## src/rtl/contador_embalagem.sv

```systemverilog
// Packaging counter: boxes approved bottles, counts boxes and discards, stops the line
// while a full box is swapped, and raises an alarm on a run of consecutive rejects.
module contador_embalagem #(
  parameter int CAPACIDADE      = 6,
  parameter int LIMITE_DESCARTE = 3
) (
  input  logic       CLK,
  input  logic       Reset,
  input  logic       Conta,
  input  logic       Descarte,
  input  logic       TrocaCaixa,
  output logic [3:0] ItensCaixa,
  output logic [7:0] Caixas,
  output logic [7:0] Descartes,
  output logic       CaixaCheia,
  output logic       Bloqueio,
  output logic       Alarme,
  output logic       Erro
);

  typedef enum logic [1:0] {
    ENCHENDO = 2'd0,
    CHEIA    = 2'd1,
    TROCA    = 2'd2
  } estado_t;

  localparam logic [3:0] CAP = 4'(CAPACIDADE);
  localparam logic [3:0] LIM = 4'(LIMITE_DESCARTE);

  estado_t    estado_q, estado_d;
  logic       conta_ant_q, conta_ant_d;
  logic       descarte_ant_q, descarte_ant_d;
  logic [3:0] itens_q, itens_d;
  logic [7:0] caixas_q, caixas_d;
  logic [7:0] descartes_q, descartes_d;
  logic [3:0] sequencia_q, sequencia_d;
  logic       erro_q, erro_d;

  logic ev_conta, ev_descarte, aprovacao;

  // A simultaneous approval and discard is treated as a discard only.
  assign ev_conta    = Conta & ~conta_ant_q;
  assign ev_descarte = Descarte & ~descarte_ant_q;
  assign aprovacao   = ev_conta & ~ev_descarte;

  always_comb begin
    estado_d       = estado_q;
    conta_ant_d    = Conta;
    descarte_ant_d = Descarte;
    itens_d        = itens_q;
    caixas_d       = caixas_q;
    descartes_d    = descartes_q;
    sequencia_d    = sequencia_q;
    erro_d         = erro_q;

    case (estado_q)
      ENCHENDO: begin
        if (aprovacao) begin
          itens_d = itens_q + 4'd1;
          if (itens_q + 4'd1 == CAP) estado_d = CHEIA;
        end
      end
      CHEIA: begin
        if (aprovacao) erro_d = 1'b1;
        if (TrocaCaixa) estado_d = TROCA;
      end
      TROCA: begin
        if (aprovacao) erro_d = 1'b1;
        if (!TrocaCaixa) begin
          itens_d  = 4'd0;
          caixas_d = caixas_q + 8'd1;
          estado_d = ENCHENDO;
        end
      end
      default: estado_d = ENCHENDO;
    endcase

    if (ev_conta && ev_descarte) erro_d = 1'b1;

    if (ev_descarte) begin
      if (descartes_q != 8'hFF) descartes_d = descartes_q + 8'd1;
      if (sequencia_q != 4'hF) sequencia_d = sequencia_q + 4'd1;
    end else if (aprovacao) begin
      sequencia_d = 4'd0;
    end
  end

  always_ff @(posedge CLK or negedge Reset) begin
    if (!Reset) begin
      estado_q       <= ENCHENDO;
      conta_ant_q    <= 1'b0;
      descarte_ant_q <= 1'b0;
      itens_q        <= 4'd0;
      caixas_q       <= 8'd0;
      descartes_q    <= 8'd0;
      sequencia_q    <= 4'd0;
      erro_q         <= 1'b0;
    end else begin
      estado_q       <= estado_d;
      conta_ant_q    <= conta_ant_d;
      descarte_ant_q <= descarte_ant_d;
      itens_q        <= itens_d;
      caixas_q       <= caixas_d;
      descartes_q    <= descartes_d;
      sequencia_q    <= sequencia_d;
      erro_q         <= erro_d;
    end
  end

  assign ItensCaixa = itens_q;
  assign Caixas     = caixas_q;
  assign Descartes  = descartes_q;
  assign CaixaCheia = (estado_q == CHEIA);
  assign Bloqueio   = (estado_q != ENCHENDO);
  assign Alarme     = (sequencia_q >= LIM);
  assign Erro       = erro_q;

endmodule

```

## config.mk

```make
export PLATFORM = sky130hd
export DESIGN_NAME = contador_embalagem
export DESIGN_NICKNAME = d
export VERILOG_FILES = /design/src/rtl/contador_embalagem.sv
export SDC_FILE = /design/constraint.sdc
export NUM_CORES = 1
export LEC_CHECK = 0
export CORE_MARGIN = 2
export CORE_UTILIZATION = 45
export DETAILED_ROUTE_END_ITERATION = 10
export GPL_ROUTABILITY_DRIVEN = 0
export PLACE_DENSITY = 0.81
export SLEW_MARGIN = 15
export SYNTH_ARGS = -nofsm -noshare
export SYNTH_HDL_FRONTEND = slang
export SYNTH_SLANG_ARGS = --single-unit
```

## constraint.sdc

```tcl
create_clock -name CLK -period 2.94 [get_ports CLK]
set_input_delay 0.588 -clock CLK [delete_from_list [all_inputs] [get_ports CLK]]
set_output_delay 0.588 -clock CLK [all_outputs]
set_load 0.01 [all_outputs]
```

==> results by group <==
Synth
  – Mapped Area: 1520 um^2
  – Seq/Total Area, Yosys: 47.7%
  – Yosys reg bits: 29
  – Syn_nets: 156
  – Ys async rst share: 100%
  – Syn Inst Count: 142
  – Ys flop type: dfrtp_1
  – Number of synthesized flops with an enable pin: 0
  – Most area-consuming cells after synthesis: dfrtp_1, ha_1, xnor2_1, nand2_1, o21ai_0
  – Synth unique cells: 35
  – Avg Cell Area, Syn: 10.7 um^2
  – Cell taking the most area after synthesis: dfrtp_1
  – Yosys top cell area share: 47.7%
  – Yosys warns: 0

Die
  – # IOs: 29
  – Core area: 3280 um^2
  – Chip height: 62.1 um
  – Initial Utilization: 46.3%
  – Full die area: 3860 um^2
  – Row cnt: 21
  – Die Wd: 62.1 um

GRT
  – GRT Resource Usage Total: 17.4%
  – M1 GR Usage: 19.5%
  – Number of global-route vias before repair: 1,217
  – Grt total ovfl: 0
  – Busiest layer in global routing: met2
  – First-pass GRT wire length: 5.35 mm
  – Initial antenna violation count: 0
  – Met3 usage: 5.80%
  – GR Layer Usage met2: 29.8%
  – Pin count of the biggest net entering global routing: 30

Critical path
  – Largest delay share family, worst path: buffers and inverters
  – Worst Path Arrival: 1.89 ns
  – Critical Path RT: 2.35 ns
  – Crit Path Category: reg2out
  – Worst path slowest cell: clkdlybuf4s50_1
  – WP buf/inv: 3
  – Endpoint class of the critical path: primary output
  – Crit-path cells: inv_1 -> ha_1 -> inv_1 -> clkdlybuf4s50_1
  – CP dominant cell by count: inv_1
  – CP startpoint kind: flip-flop
  – Worst-path maximum fanout: 7
  – Max incr delay on CP: 0.56 ns

Detailed routing
  – Initial DRT Pass Iterations: 4
  – Via total after detailed routing: 1,196
  – Iteration-0 DRC Markers: 39
  – Post-Route WL: 3.05 mm
  – DRC violations left: 0
  – Drt wl/cell: 13.6 um
  – Vias/cell: 5.34
  – Post-DRT Antenna Nets: 0

Final layout
  – ANT cells: 0
  – Post-Layout Cell Count: 224
  – Most frequent cells in the layout: dfrtp_1, clkdlybuf4s50_1, nand2_1
  – Leading cell type in the layout, fill and taps excluded: dfrtp_1
  – P&R area growth vs syn: 29.1%
  – Share of cells above drive strength 1: 7.87%
  – Filler Cells Inserted: 294
  – Layout Nets: 191
  – Final core utilization: 59.8%

Placed design
  – Port bufs: 28
  – Cells after DPL: 216
  – DP Wirelength: 2.18 mm

Clock network
  – Max clock buf depth: 2
  – Resize count post-CTS: 0
  – Post-CTS Setup Inserts: 0
  – Root buf cell: clkbuf_4
  – Clk Latency, worst-skew pair: 0.34 ns
  – Total CTS buffers: 5
  – CTS sink cnt: 29
  – CTS Hold Bufs: 0
  – Clock transition at path regs: 0.10 ns
  – CTS tree: done
  – # H-tree levels: 2

Job
  – Max-cap viol count: 0

STA
  – RSZ-0062 raised after global routing: false
  – Max_slew headroom: 68.0%
  – Endpoints failing setup: 0
  – Pins Over Slew Limit: 0
  – Post-route minimum period: 2.47 ns
  – Actual slew at the worst max-slew pin: 0.479 ns
  – Skew final: 0.00974 ns
  – Setup_tns: 0 ns
  – Fmax achieved: 404 MHz
  – Hold Fails Final Rpt: 0
  – Period Utilization, post-route: 84.2%

Min path
  – Worst Hold Class: reg2reg

Power
  – Leak: 0.847 nW
  – Power density over cell area: 942 nW/um^2
  – Max IR drop VDD: 0.418 mV

Status
  – Status: finished, final reports clean
## power breakdown
part           switching [mW]  total, mW  leakage, nW  internal (mW)
registers               0.161      0.683        0.368          0.522
clock network           0.147      0.410       0.0552          0.263
logic                   0.352      0.755        0.423          0.403
total                   0.660       1.85        0.847           1.19
## registers in the layout (all words and copies together), names as in the netlist
register	cells
Caixas	8
descarte_ant_q	1
conta_ant_q	1
sequencia_q	4
Descartes	8
Erro	1
ItensCaixa	4
estado_q	2
## metal layers
layer	vias up	part of all wire [%]	wire [um]
li1	574	-	-
met1	572	42	1290
met2	43	49	1490
met3	7	6.7	205
met4	0	1.9	59
met5	-	0	0
## cells in the mapped netlist, types with 3 or more instances
cell	instances
a31oi_1	4
and4_1	3
nand3_1	7
a22oi_1	3
ha_1	9
mux2i_1	3
dfrtp_1	29
xnor2_1	12
nand2_1	15
nor2b_1	4
inv_1	5
xor2_1	4
nor2_1	6
o21ai_0	11
## final cells by class
cell class	count	area [um^2]	area share (%)
clock buffer	5	37.5	1.91
clock inverter	3	65.1	3.31
inverter	5	18.8	0.956
multi-input combinational	107	771	39.3
sequential	29	726	37.0
tap	46	57.6	2.93
timing repair buffer	29	288	14.7
## final timing paths
check / start / endpoint / slack [ns] / depth (start not counted)
max reg2reg: estado_q[0] / Caixas[7] / 1.19 / 6
max: estado_q[0] / Bloqueio / 0.47 / 4
max in group asynchronous: Reset / Descartes[3] / 2.04 / 2
min in group asynchronous: Reset / Caixas[7] / 0.62 / 2
min: Caixas[7] / Caixas[7] / 0.48 / 1
min reg2reg: Caixas[7] / Caixas[7] / 0.48 / 1
## through the flow
step / worst slack (ns) / power (mW) / area, um^2 / hold WS (ns)
6_report: 0.465 / 1.85 / 1960 / 0.483
5_1_grt: 0.396 / 1.97 / 1960 / 0.535
4_1_cts: 0.461 / 1.86 / 1960 / 0.493
2_1_floorplan: 1.31 / 1.09 / 1520 / 0.292
3_5_place_dp: 0.708 / 1.44 / 1860 / 0.475
3_3_place_gp: 0.798 / 1.40 / 1860 / 0.450
## logic make-up (layout without fill, tap and decap cells)
family	Yosys count	after routing	synth area share [%]
buf+inv	6	42	1.56
mux	5	5	3.46
compound gates	28	28	13.1
fa+ha+maj	9	9	7.41
simple gates	49	49	17.5
flops	29	29	47.7
xor+xnor	16	16	9.22
No activity file was read; power rests on OpenSTA's default activity.
